--- src/rtl/game_sequencer_if.sv ---
// Button/frame/collision inputs and status outputs of the breakout play sequencer.
// The master side drives the event inputs; the sequencer is the slave.
interface game_sequencer_if;
  logic       start;
  logic       pause;
  logic       frame_tick;
  logic       brick_hit;
  logic       ball_lost;
  logic [2:0] state;
  logic       ball_en;
  logic       ball_rst;
  logic       score_pulse;
  logic [1:0] lives;
  logic [3:0] bricks_left;
  logic       game_over;
  logic       win;

  modport master (
    output start, pause, frame_tick, brick_hit, ball_lost,
    input  state, ball_en, ball_rst, score_pulse, lives, bricks_left, game_over, win
  );

  modport slave (
    input  start, pause, frame_tick, brick_hit, ball_lost,
    output state, ball_en, ball_rst, score_pulse, lives, bricks_left, game_over, win
  );
endinterface

--- src/rtl/game_sequencer.sv ---
// Breakout play sequencer: serve/play/life-lost/win/game-over flow with lives and brick tracking.
// Optional pause support is enabled by defining GAME_SEQUENCER_PAUSE_EN.
module game_sequencer #(
  parameter int LIVES        = 3,
  parameter int NUM_BRICKS   = 8,
  parameter int SERVE_FRAMES = 60
) (
  input logic              clk,
  input logic              rst_n,
  game_sequencer_if.slave  gs
);
  localparam int CW = (SERVE_FRAMES > 1) ? $clog2(SERVE_FRAMES) : 1;
  localparam logic [CW-1:0] SERVE_LOAD = CW'(SERVE_FRAMES - 1);

  typedef enum logic [2:0] {
    IDLE   = 3'd0,
    SERVE  = 3'd1,
    PLAY   = 3'd2,
    PAUSED = 3'd3,
    OVER   = 3'd4,
    WIN    = 3'd5
  } state_t;

  state_t        state_q, state_d;
  logic [1:0]    lives_q, lives_d;
  logic [3:0]    bricks_q, bricks_d;
  logic [CW-1:0] cnt_q, cnt_d;
  logic          score_d;
  logic          start_q;
  logic          start_edge;
  logic          ball_en_q, ball_rst_q, score_q, game_over_q, win_q;

  assign start_edge = gs.start & ~start_q;

`ifdef GAME_SEQUENCER_PAUSE_EN
  logic pause_q;
  logic pause_edge;
  assign pause_edge = gs.pause & ~pause_q;

  always_ff @(posedge clk or negedge rst_n) begin
    if (!rst_n) pause_q <= 1'b0;
    else        pause_q <= gs.pause;
  end
`else
  logic unused_pause;
  assign unused_pause = gs.pause;
`endif

  always_comb begin
    state_d  = state_q;
    lives_d  = lives_q;
    bricks_d = bricks_q;
    cnt_d    = cnt_q;
    score_d  = 1'b0;
    case (state_q)
      IDLE: begin
        if (start_edge) begin
          state_d = SERVE;
          cnt_d   = SERVE_LOAD;
        end
      end
      SERVE: begin
        if (gs.frame_tick) begin
          if (cnt_q != '0) cnt_d   = cnt_q - CW'(1);
          else             state_d = PLAY;
        end
      end
      PLAY: begin
        // The brick is scored first; a last-brick win suppresses a simultaneous life loss.
        if (gs.brick_hit && bricks_q != 4'd0) begin
          bricks_d = bricks_q - 4'd1;
          score_d  = 1'b1;
          if (bricks_q == 4'd1) state_d = WIN;
        end
        if (gs.ball_lost && state_d == PLAY && lives_q != 2'd0) begin
          lives_d = lives_q - 2'd1;
          if (lives_q == 2'd1) begin
            state_d = OVER;
          end else begin
            state_d = SERVE;
            cnt_d   = SERVE_LOAD;
          end
        end
`ifdef GAME_SEQUENCER_PAUSE_EN
        if (pause_edge && state_d == PLAY) state_d = PAUSED;
`endif
      end
      PAUSED: begin
`ifdef GAME_SEQUENCER_PAUSE_EN
        if (pause_edge) state_d = PLAY;
`endif
      end
      OVER, WIN: begin
        if (start_edge) begin
          state_d  = IDLE;
          lives_d  = 2'(LIVES);
          bricks_d = 4'(NUM_BRICKS);
        end
      end
      default: state_d = IDLE;
    endcase
  end

  always_ff @(posedge clk or negedge rst_n) begin
    if (!rst_n) begin
      state_q     <= IDLE;
      lives_q     <= 2'(LIVES);
      bricks_q    <= 4'(NUM_BRICKS);
      cnt_q       <= '0;
      start_q     <= 1'b0;
      ball_en_q   <= 1'b0;
      ball_rst_q  <= 1'b1;
      score_q     <= 1'b0;
      game_over_q <= 1'b0;
      win_q       <= 1'b0;
    end else begin
      state_q     <= state_d;
      lives_q     <= lives_d;
      bricks_q    <= bricks_d;
      cnt_q       <= cnt_d;
      start_q     <= gs.start;
      ball_en_q   <= (state_d == PLAY);
      ball_rst_q  <= (state_d inside {IDLE, SERVE, OVER, WIN});
      score_q     <= score_d;
      game_over_q <= (state_d == OVER);
      win_q       <= (state_d == WIN);
    end
  end

  assign gs.state       = state_q;
  assign gs.lives       = lives_q;
  assign gs.bricks_left = bricks_q;
  assign gs.ball_en     = ball_en_q;
  assign gs.ball_rst    = ball_rst_q;
  assign gs.score_pulse = score_q;
  assign gs.game_over   = game_over_q;
  assign gs.win         = win_q;
endmodule

--- src/flat_wrapper.sv ---
// flat-port wrapper written by rule: the top's interface ports become plain ports
module game_sequencer_flat 
#(
  parameter int LIVES        = 3,
  parameter int NUM_BRICKS   = 8,
  parameter int SERVE_FRAMES = 60
)
  (clk, rst_n, gs_start, gs_pause, gs_frame_tick, gs_brick_hit, gs_ball_lost, gs_state, gs_ball_en, gs_ball_rst, gs_score_pulse, gs_lives, gs_bricks_left, gs_game_over, gs_win);
  game_sequencer_if gs_i ();
  input logic clk;
  input logic rst_n;
  input wire logic [$bits(gs_i.start)-1:0] gs_start;
  input wire logic [$bits(gs_i.pause)-1:0] gs_pause;
  input wire logic [$bits(gs_i.frame_tick)-1:0] gs_frame_tick;
  input wire logic [$bits(gs_i.brick_hit)-1:0] gs_brick_hit;
  input wire logic [$bits(gs_i.ball_lost)-1:0] gs_ball_lost;
  output wire logic [$bits(gs_i.state)-1:0] gs_state;
  output wire logic [$bits(gs_i.ball_en)-1:0] gs_ball_en;
  output wire logic [$bits(gs_i.ball_rst)-1:0] gs_ball_rst;
  output wire logic [$bits(gs_i.score_pulse)-1:0] gs_score_pulse;
  output wire logic [$bits(gs_i.lives)-1:0] gs_lives;
  output wire logic [$bits(gs_i.bricks_left)-1:0] gs_bricks_left;
  output wire logic [$bits(gs_i.game_over)-1:0] gs_game_over;
  output wire logic [$bits(gs_i.win)-1:0] gs_win;
  assign gs_i.start = gs_start;
  assign gs_i.pause = gs_pause;
  assign gs_i.frame_tick = gs_frame_tick;
  assign gs_i.brick_hit = gs_brick_hit;
  assign gs_i.ball_lost = gs_ball_lost;
  assign gs_state = gs_i.state;
  assign gs_ball_en = gs_i.ball_en;
  assign gs_ball_rst = gs_i.ball_rst;
  assign gs_score_pulse = gs_i.score_pulse;
  assign gs_lives = gs_i.lives;
  assign gs_bricks_left = gs_i.bricks_left;
  assign gs_game_over = gs_i.game_over;
  assign gs_win = gs_i.win;
  game_sequencer #(.LIVES(LIVES), .NUM_BRICKS(NUM_BRICKS), .SERVE_FRAMES(SERVE_FRAMES)) u_core (.clk(clk), .rst_n(rst_n), .gs(gs_i));
endmodule
--- config.mk ---
export PLATFORM = sky130hd
export DESIGN_NAME = game_sequencer_flat
export DESIGN_NICKNAME = d
export VERILOG_FILES = /design/src/rtl/game_sequencer_if.sv /design/src/rtl/game_sequencer.sv /design/src/flat_wrapper.sv
export SDC_FILE = /design/constraint.sdc
export NUM_CORES = 1
export LEC_CHECK = 0
export BUFFER_PORTS_ARGS = -buffer_cell sky130_fd_sc_hd__buf_4
export CORE_ASPECT_RATIO = 1.25
export CORE_MARGIN = 1.5
export CORE_UTILIZATION = 43
export DETAILED_ROUTE_END_ITERATION = 10
export GPL_ROUTABILITY_DRIVEN = 0
export SLEW_MARGIN = 20
export SYNTH_ARGS = -nofsm -noshare
export SYNTH_HDL_FRONTEND = slang
export SYNTH_SLANG_ARGS = --single-unit
--- constraint.sdc ---
create_clock -name clk -period 4.7 [get_ports clk]
set_input_delay 0.47 -clock clk [delete_from_list [all_inputs] [get_ports clk]]
set_output_delay 0.47 -clock clk [all_outputs]
set_load 0.02 [all_outputs]
==> impl_metrics.py, run 1 <==
metrics = {
    "sta": {
        "maxClockFrequency_mhz": 467,
        "min_period_ns": 2.14,
        "hold_viol_final": 0,
        "fin_crit_sh": 0.456,
        "maxSlewViolCount": 0,
        "setup_violations": 0,
        "relSlewSlack": 0.513,
        "skew_ns": 0.00187,
        "rsz0062_at_grt": "false",
        "worst_pin_slew_ns": 0.728,
        "setup_tns_ns": 0,
    },
    "detailed_routing": {
        "wl_per_cell_um": 12.8,
        "vias": 936,
        "viasPerCell": 5.41,
        "firstDrtPassIters": 4,
        "wl_um": 2210,
        "drc_errors": 0,
        "dr.first_iter.drc_count": 6,
        "antenna_left": 0,
    },
    "die": {
        "coreArea_um2": 2680,
        "die_height_um": 62.3,
        "die_area_um2": 3140,
        "std_cell_rows": 21,
        "initial_core_util": 0.451,
        "io_pins": 21,
        "die_w_um": 50.4,
    },
    "placement": {
        "placed_area_um2": 1370,
        "numPortBuffers": 19,
        "place_hpwl_um": 1670,
    },
    "run": {
        "drv_cap": 0,
    },
    "pwr": {
        "vdd.ir_drop.worst_uv": 250,
        "p_clk_frac": 0.108,
        "seq_power_share": 0.424,
        "leakage_nw": 0.663,
        "internal_power_w": 0.000460,
        "share_comb_of_total_power": 0.468,
        "sw_frac_of_total": 0.422,
        "p_per_area_nw_per_um2": 571,
        "switchingPower_w": 0.000336,
    },
    "synth": {
        "yosys.area.top_type": "dfrtp_1",
        "async_flop_share": 1.00,
        "yosysSeqAreaShare": 0.438,
        "synth.net_count": 132,
        "syn_area_per_cell_um2": 10.1,
        "synth_cell_types": 47,
        "synthTopCellsByArea": "dfrtp_1 (35%), dfstp_2 (8.7%), ha_1 (5.2%)",
        "synth-seq-cells": 21,
        "synth_flop_cell": "dfrtp_1",
        "synth_top_area_share": 0.352,
        "synth_edf_count": 0,
        "synthesis.area_um2": 1210,
        "netlist_instances": 120,
        "ys.warnings.count": 0,
    },
    "finish": {
        "finalCoreUtilization": 0.521,
        "final_common_cell": "buf_4",
        "area_growth_syn_to_layout_pct": 15.3,
        "design_area_um2": 1400,
        "nNetsFinal": 152,
        "diodes": 0,
        "layout_common_cells": "buf_4 (19), dfrtp_1 (17), inv_1 (12), o21ai_0 (8), nor2_1 (8)",
        "drive_gt1_frac": 0.273,
    },
    "critical_path": {
        "cp_cell_sequence": "inv_1 -> ha_1 -> or3b_2 -> a22oi_2 -> o211ai_4 -> mux2_4",
        "critPathBufInv": 1,
        "cp-end-kind": "flip-flop",
        "cp.required_ns": 4.90,
        "cp_slowest_cell": "dfstp_2",
        "startpoint_type": "flip-flop",
        "slowest_delay_ns": 0.58,
        "cp.arrival_ns": 2.34,
        "cp_top_family": "flip-flops",
        "path_max_fanout": 6,
        "worstSetupPathType": "reg2reg",
    },
    "grt": {
        "antenna_found_initial": 0,
        "grt_max_degree": 22,
        "use_met3": 0.0288,
        "grt_pass1_wl_um": 3960,
        "grt_pass1_vias": 908,
        "overflow": 0,
        "gr-usage-met2": 0.260,
        "grtUsageTotal": 0.161,
        "grt.busiest_layer": "met2",
        "globalRouteMet1Util": 0.209,
    },
    "clock_tree": {
        "post_cts_resized": 0,
        "numCtsBuffers": 3,
        "clkLatencyLatePin_ns": 0.30,
        "postCtsSetupBuffers": 0,
        "path_clk_slew_ns": 0.12,
        "clock_path_buffers": 2,
        "cts_tree": "done",
        "cts-root-buf": "clkbuf_4",
        "ctsHoldBuffers": 0,
        "htree_levels": 1,
        "clock-sinks": 21,
    },
    "min_path": {
        "hold_class": "in2async",
    },
    "status": {
        "status": "complete, no violations",
    },
}
[synthesized netlist by cell type (2+ instances only)]
master / instances
nand4_1: 3
inv_1: 12
nor2_1: 8
a21o_1: 2
xor2_1: 2
o21ai_0: 8
nor3_1: 3
or3b_2: 2
nand3b_1: 3
nor3b_1: 5
nand3_1: 4
mux2i_1: 2
a21oi_1: 3
nand2_1: 5
dfstp_2: 4
ha_1: 5
dfrtp_1: 17
and3_1: 2
nand2b_1: 2
[layer usage]
layer / up-vias / routed length, um
met1: 452 / 1010
met5: - / 0
met3: 4 / 56
met4: 0 / 27
li1: 466 / -
met2: 14 / 1110
[cell type report]
cell class | instances | area (um^2)
Fill cell | 267 | 1280
Multi-Input combinational cell | 83 | 607
Sequential cell | 21 | 531
Timing Repair Buffer | 19 | 143
Inverter | 12 | 45.0
Tap cell | 34 | 42.5
Clock buffer | 3 | 22.5
Clock inverter | 1 | 5.00
[cell families after synthesis]
kind of cell,Yosys count,share of synthesized area
AO/OA/AOI/OAI,25,0.156
XOR/XNOR,2,0.0145
adder cells (fa/ha/maj),5,0.0517
buffers and inverters,16,0.0600
flip-flops,21,0.438
multiplexers,3,0.0290
AND/OR/NAND/NOR,48,0.250
[path summary, 6_finish.rpt]
check	startpoint	end	slack [ns]	cells past startpoint
setup / recovery	u_core.gs.lives[0]	u_core.cnt_q[1]	2.56	6
hold / removal	rst_n	u_core.cnt_q[5]	0.03	1
setup reg to reg	u_core.gs.lives[0]	u_core.cnt_q[1]	2.56	6
hold reg to reg	u_core.cnt_q[5]	u_core.cnt_q[5]	0.50	1
max in group asynchronous	rst_n	u_core.gs.lives[0]	4.41	1
min in group clk	gs_start	u_core.start_q	0.28	1
[sequential cells by signal, summed over array words and instances (netlist names)]
| signal | count |
|---|---|
| u_core.gs.score_pulse | 1 |
| u_core.gs.ball_en | 1 |
| u_core.gs.game_over | 1 |
| u_core.start_q | 1 |
| u_core.cnt_q | 6 |
| u_core.gs.bricks_left | 4 |
| u_core.gs.ball_rst | 1 |
| u_core.gs.lives | 2 |
| u_core.gs.state | 3 |
| u_core.gs.win | 1 |
[power by group through the flow]
| stage | logic, W | registers [W] | clock network (W) |
|---|---|---|---|
| after floorplan | 0.000248 | 0.000357 | 0 |
| after global placement | 0.000372 | 0.000341 | 0 |
| after detailed placement | 0.000376 | 0.000341 | 0 |
| after CTS | 0.000378 | 0.000337 | 0.0000937 |
| after global routing | 0.000418 | 0.000353 | 0.000100 |
| final | 0.000372 | 0.000338 | 0.0000859 |
[stage by stage]
step | setup slack [ns] | std cells | total power, W | hold WS, ns
finish | 2.56 | 173 | 0.000796 | 0.0264
CTS | 2.53 | 173 | 0.000809 | 0.0163
detailed placement | 2.56 | 169 | 0.000717 | 0.372
floorplan | 2.61 | 120 | 0.000606 | 0.174
global placement | 2.59 | 169 | 0.000712 | 0.368
global route | 2.42 | 173 | 0.000871 | 0.0169
Note: power is estimated with default switching activity, not from simulation.
==> run 2: changes to the inputs <==
- PLACE_DENSITY: unset -> 0.66
- clock period: 4.7 -> 1.89 ns (I/O delays scaled with it)
==> impl_metrics.py, run 2 (synthesized netlist as in run 1, its figures left out) <==
metrics = {
    "grt": {
        "grt_pass1_wl_um": 4440,
        "overflow": 0,
        "grtUsageTotal": 0.179,
        "antenna_found_initial": 0,
        "grt_pass1_vias": 1025,
        "grt_max_degree": 22,
    },
    "critical_path": {
        "worstRegToRegCells": 6,
        "cp_top_family": "simple AND/OR/NAND/NOR gates",
        "cp-startpoint": "u_core.cnt_q[1]",
        "critPathCapture": "u_core.cnt_q[1]",
        "cp.depth": 6,
        "slowest_delay_ns": 0.46,
        "cp.required_ns": 2.09,
        "cp_cell_sequence": "inv_2 -> ha_4 -> or4b_4 -> or3_4 -> o211ai_4 -> mux2_4",
        "cp.arrival_ns": 2.20,
        "worstSetupPathType": "reg2reg",
        "cp_slowest_cell": "or4b_4",
        "cp-end-kind": "flip-flop",
        "path_max_fanout": 4,
        "startpoint_type": "flip-flop",
        "reg2reg_to": "u_core.cnt_q[1]",
        "ff2ff_setup_slack_ns": -0.12,
        "critPathBufInv": 1,
        "r2r-start": "u_core.cnt_q[1]",
    },
    "die": {
        "io_pins": 21,
        "die_w_um": 50.4,
        "die_area_um2": 3140,
        "std_cell_rows": 21,
        "die_height_um": 62.3,
        "coreArea_um2": 2680,
        "initial_core_util": 0.451,
    },
    "clock_tree": {
        "cts-root-buf": "clkbuf_4",
        "clock-sinks": 21,
        "clock_path_buffers": 2,
        "clkLatencyLatePin_ns": 0.30,
        "numCtsBuffers": 3,
        "cts_tree": "done",
        "path_clk_slew_ns": 0.12,
        "htree_levels": 1,
    },
    "sta": {
        "setup_tns_ns": -0.237,
        "worst_slack_ns": -0.116,
        "relSlewSlack": 0.738,
        "maxClockFrequency_mhz": 499,
        "hold_viol_final": 0,
        "setup_violations": 6,
        "min_period_ns": 2.01,
        "hold_slack_ns": 0.238,
        "worst_pin_slew_ns": 0.388,
        "skew_ns": 0.00281,
        "fin_crit_sh": 1.06,
        "rsz0062_at_grt": "true",
        "maxSlewViolCount": 0,
    },
    "min_path": {
        "hold_class": "in2reg",
    },
    "placement": {
        "place_hpwl_um": 1850,
        "placed_cells": 181,
        "placed_area_um2": 1470,
        "numPortBuffers": 19,
        "post-place-ws_ns": -0.147,
    },
    "detailed_routing": {
        "viasPerCell": 5.38,
        "firstDrtPassIters": 4,
        "antenna_left": 0,
        "dr.first_iter.drc_count": 12,
        "wl_per_cell_um": 13.6,
        "vias": 1027,
        "wl_um": 2600,
        "drc_errors": 0,
    },
    "pwr": {
        "vdd.ir_drop.worst_uv": 850,
        "p_per_area_nw_per_um2": 1440,
        "leakage_nw": 0.745,
    },
    "finish": {
        "seq_area_um2": 531,
        "multi_input_comb_area_um2": 687,
        "drive_gt1_frac": 0.439,
        "regMostFlops": "u_core.cnt_q",
        "layout_common_cells": "buf_4 (34), dfrtp_1 (17), inv_1 (8), nor2_1 (8)",
        "design_area_um2": 1620,
        "nFillCells": 258,
        "instances_no_fill": 191,
        "diodes": 0,
        "area_growth_syn_to_layout_pct": 33.8,
        "final_common_cell": "buf_4",
        "nNetsFinal": 170,
        "largest_reg_flops": 6,
    },
    "status": {
        "status": "finished with violations",
        "violations": "setup timing",
    },
    "run": {
        "drv_cap": 0,
    },
}
run 2: cell types whose count changed in the layout (fill, tap and decap cells not counted), sizes merged:
cell,delta
buf,+16
dlygate4sd3,+2
run 2: per-layer routing:
metal / share of wire / global-route usage / wire length, um / vias up
met3: 0.027 / 0.0240 / 69 / 2
met1: 0.44 / 0.234 / 1140 / 501
met5: 0 / 0 / 0 / -
li1: - / - / - / 506
met2: 0.53 / 0.296 / 1370 / 18
met4: 0.0073 / 0.0709 / 19 / 0
run 2: worst min-delay path, stage by stage:
cell	delay [ns]
buf_4	0.13
nand3_1	0.14
inv_1	0.05
run 2: area by class of cell:
class                           instances  share of cell area
Tap cell                               34              0.0263
Timing Repair Buffer                   37               0.177
Clock inverter                          1             0.00309
Multi-Input combinational cell         83               0.424
Clock buffer                            3              0.0139
Inverter                               12              0.0278
Sequential cell                        21               0.328
run 2: repair_timing:
| item | in CTS | in global routing |
|---|---|---|
| endpoints found under the setup margin | 11 | 11 |
| endpoints found under the hold margin | 22 | 0 |
| pin swaps | 7 | 1 |
| buffers inserted | 4 | 0 |
| hold buffers | 2 | 0 |
| gates resized for setup | 10 | 8 |
run 2: worst min-delay path by stage:
stage                 startpoint                        to  slack (ns)  depth (start not counted)
global placement           rst_n           u_core.cnt_q[0]        0.09                          1
CTS                 gs_brick_hit     u_core.gs.score_pulse        0.24                          3
global route        gs_brick_hit  u_core.gs.bricks_left[3]        0.25                          4
finish              gs_brick_hit     u_core.gs.score_pulse        0.24                          3
detailed placement         rst_n           u_core.cnt_q[0]        0.09                          1
floorplan                  rst_n           u_core.cnt_q[0]       -0.11                          0
run 2: report_power, final:
part	total, W	switching (W)	internal, W
clock	0.000214	0.000135	0.0000788
combinational	0.00130	0.000656	0.000644
sequential	0.000809	0.000177	0.000633
run 2: per-stage QoR:
step                      total power [W]  utilization
final                             0.00232        0.604
after global routing              0.00251        0.604
after CTS                         0.00228        0.592
after detailed placement          0.00196        0.547
after global placement            0.00192        0.547
after floorplan                   0.00152            -
==> run 3: changes to the inputs <==
- CTS_CLUSTER_SIZE: unset -> 12
- SETUP_SLACK_MARGIN: unset -> 0.1
==> impl_metrics.py, run 3 (synthesized netlist as in run 1, its figures left out) <==
metrics = {
    "status": {
        "status": "finished with violations",
        "violations": "setup timing",
    },
    "detailed_routing": {
        "wl_um": 2490,
        "dr.first_iter.drc_count": 15,
        "vias": 1014,
        "wl_per_cell_um": 12.9,
        "antenna_left": 0,
        "viasPerCell": 5.28,
        "firstDrtPassIters": 4,
        "drc_errors": 0,
    },
    "grt": {
        "grt_pass1_wl_um": 4280,
        "overflow": 0,
        "grt.busiest_layer": "met2",
        "antenna_found_initial": 0,
        "gr-usage-met2": 0.306,
        "grt_pass1_vias": 1025,
        "grt_max_degree": 22,
        "use_met3": 0.0216,
        "grtUsageTotal": 0.171,
        "globalRouteMet1Util": 0.216,
    },
    "critical_path": {
        "cp_slowest_cell": "or4b_4",
        "slowest_delay_ns": 0.47,
        "cp_cell_sequence": "inv_2 -> ha_4 -> or4b_4 -> or3_4 -> o211ai_4 -> mux2_4",
        "startpoint_type": "flip-flop",
        "cp.required_ns": 2.08,
        "path_max_fanout": 4,
        "cp-end-kind": "flip-flop",
        "worstSetupPathType": "reg2reg",
        "cp.arrival_ns": 2.18,
    },
    "clock_tree": {
        "clock_path_buffers": 2,
        "clock-sinks": 21,
        "cts_tree": "done",
        "numCtsBuffers": 3,
        "path_clk_slew_ns": 0.13,
        "cts-root-buf": "clkbuf_4",
        "htree_levels": 1,
        "clkLatencyLatePin_ns": 0.30,
    },
    "pwr": {
        "vdd.ir_drop.worst_uv": 796,
        "p_per_area_nw_per_um2": 1440,
        "total_power_w": 0.00235,
        "leakage_nw": 0.766,
    },
    "sta": {
        "worst_slack_ns": -0.0970,
        "rsz0062_at_grt": "true",
        "maxClockFrequency_mhz": 503,
        "skew_ns": 0.0103,
        "setup_violations": 4,
        "hold_slack_ns": 0.236,
        "min_period_ns": 1.99,
        "worst_pin_slew_ns": 0.435,
        "fin_crit_sh": 1.05,
        "maxSlewViolCount": 0,
        "relSlewSlack": 0.706,
        "hold_viol_final": 0,
    },
    "placement": {
        "post-place-ws_ns": -0.149,
        "numPortBuffers": 19,
        "place_hpwl_um": 1840,
        "placed_cells": 182,
    },
    "finish": {
        "area_growth_syn_to_layout_pct": 35.2,
        "regMostFlops": "u_core.cnt_q",
        "instances_no_fill": 192,
        "layout_common_cells": "buf_4 (34), dfrtp_1 (17), inv_1 (8), nor2_1 (8), o21ai_0 (6)",
        "final_common_cell": "buf_4",
        "diodes": 0,
        "nNetsFinal": 171,
        "largest_reg_flops": 6,
        "drive_gt1_frac": 0.443,
    },
    "die": {
        "die_area_um2": 3140,
        "io_pins": 21,
        "std_cell_rows": 21,
        "initial_core_util": 0.451,
        "die_height_um": 62.3,
        "coreArea_um2": 2680,
        "die_w_um": 50.4,
    },
    "run": {
        "drv_cap": 0,
    },
    "min_path": {
        "hold_class": "in2reg",
    },
}
-- run 3: repair_timing --
action / CTS / global route
gates resized for setup: 10 / 9
setup endpoints to repair: 12 / 14
setup buffers: 3 / 1
pin swaps: 3 / 6
hold endpoints to repair: 18 / 0
hold buffers: 2 / 0
-- run 3: final timing paths --
path	start	endpoint	slack (ns)	cells after the start
worst max-delay path	u_core.cnt_q[1]	u_core.cnt_q[1]	-0.1	6
worst min-delay path	gs_brick_hit	u_core.gs.bricks_left[3]	0.24	4
worst max register to register	u_core.cnt_q[1]	u_core.cnt_q[1]	-0.1	6
worst min register to register	u_core.cnt_q[5]	u_core.cnt_q[5]	0.56	1
max in group asynchronous	rst_n	u_core.gs.bricks_left[3]	1.33	2
min in group asynchronous	rst_n	u_core.gs.state[2]	0.30	2
-- run 3: per-stage QoR --
stage	area (um^2)	util	setup TNS, ns
global placement	1470	0.549	-0.609
global route	1640	0.610	-0.850
CTS	1580	0.589	-0.410
floorplan	1220	-	-0.102
detailed placement	1470	0.549	-0.864
finish	1640	0.610	-0.236
-- run 3: area by class of cell --
class,count,area [um^2]
Sequential cell,21,531
Timing Repair Buffer,38,298
Clock inverter,1,5.00
Tap cell,34,42.5
Inverter,12,45.0
Fill cell,243,1040
Clock buffer,3,22.5
Multi-Input combinational cell,83,692
-- run 3: layer usage --
layer / routed length (um) / vias up
met2: 1290 / 21
met3: 97 / 2
li1: - / 512
met1: 1090 / 479
met4: 16 / 0
met5: 0 / -
-- run 3: critical path, delay by kind of cell, from the launching register on --
kind / cells / cell delay (ns)
AOI/OAI and AO/OA: 1 / 0.12
adders and majority gates: 1 / 0.13
buffers and inverters: 1 / 0.08
DFF: 1 / 0.41
muxes: 1 / 0.32
and+or+nand+nor: 2 / 0.83
-- run 3: report_power, final --
group / total (W) / internal [W] / switching (W) / leakage [nW]
registers: 0.000818 / 0.000633 / 0.000185 / 0.244
clock network: 0.000218 / 0.0000788 / 0.000140 / 0.0177
logic: 0.00131 / 0.000663 / 0.000647 / 0.505
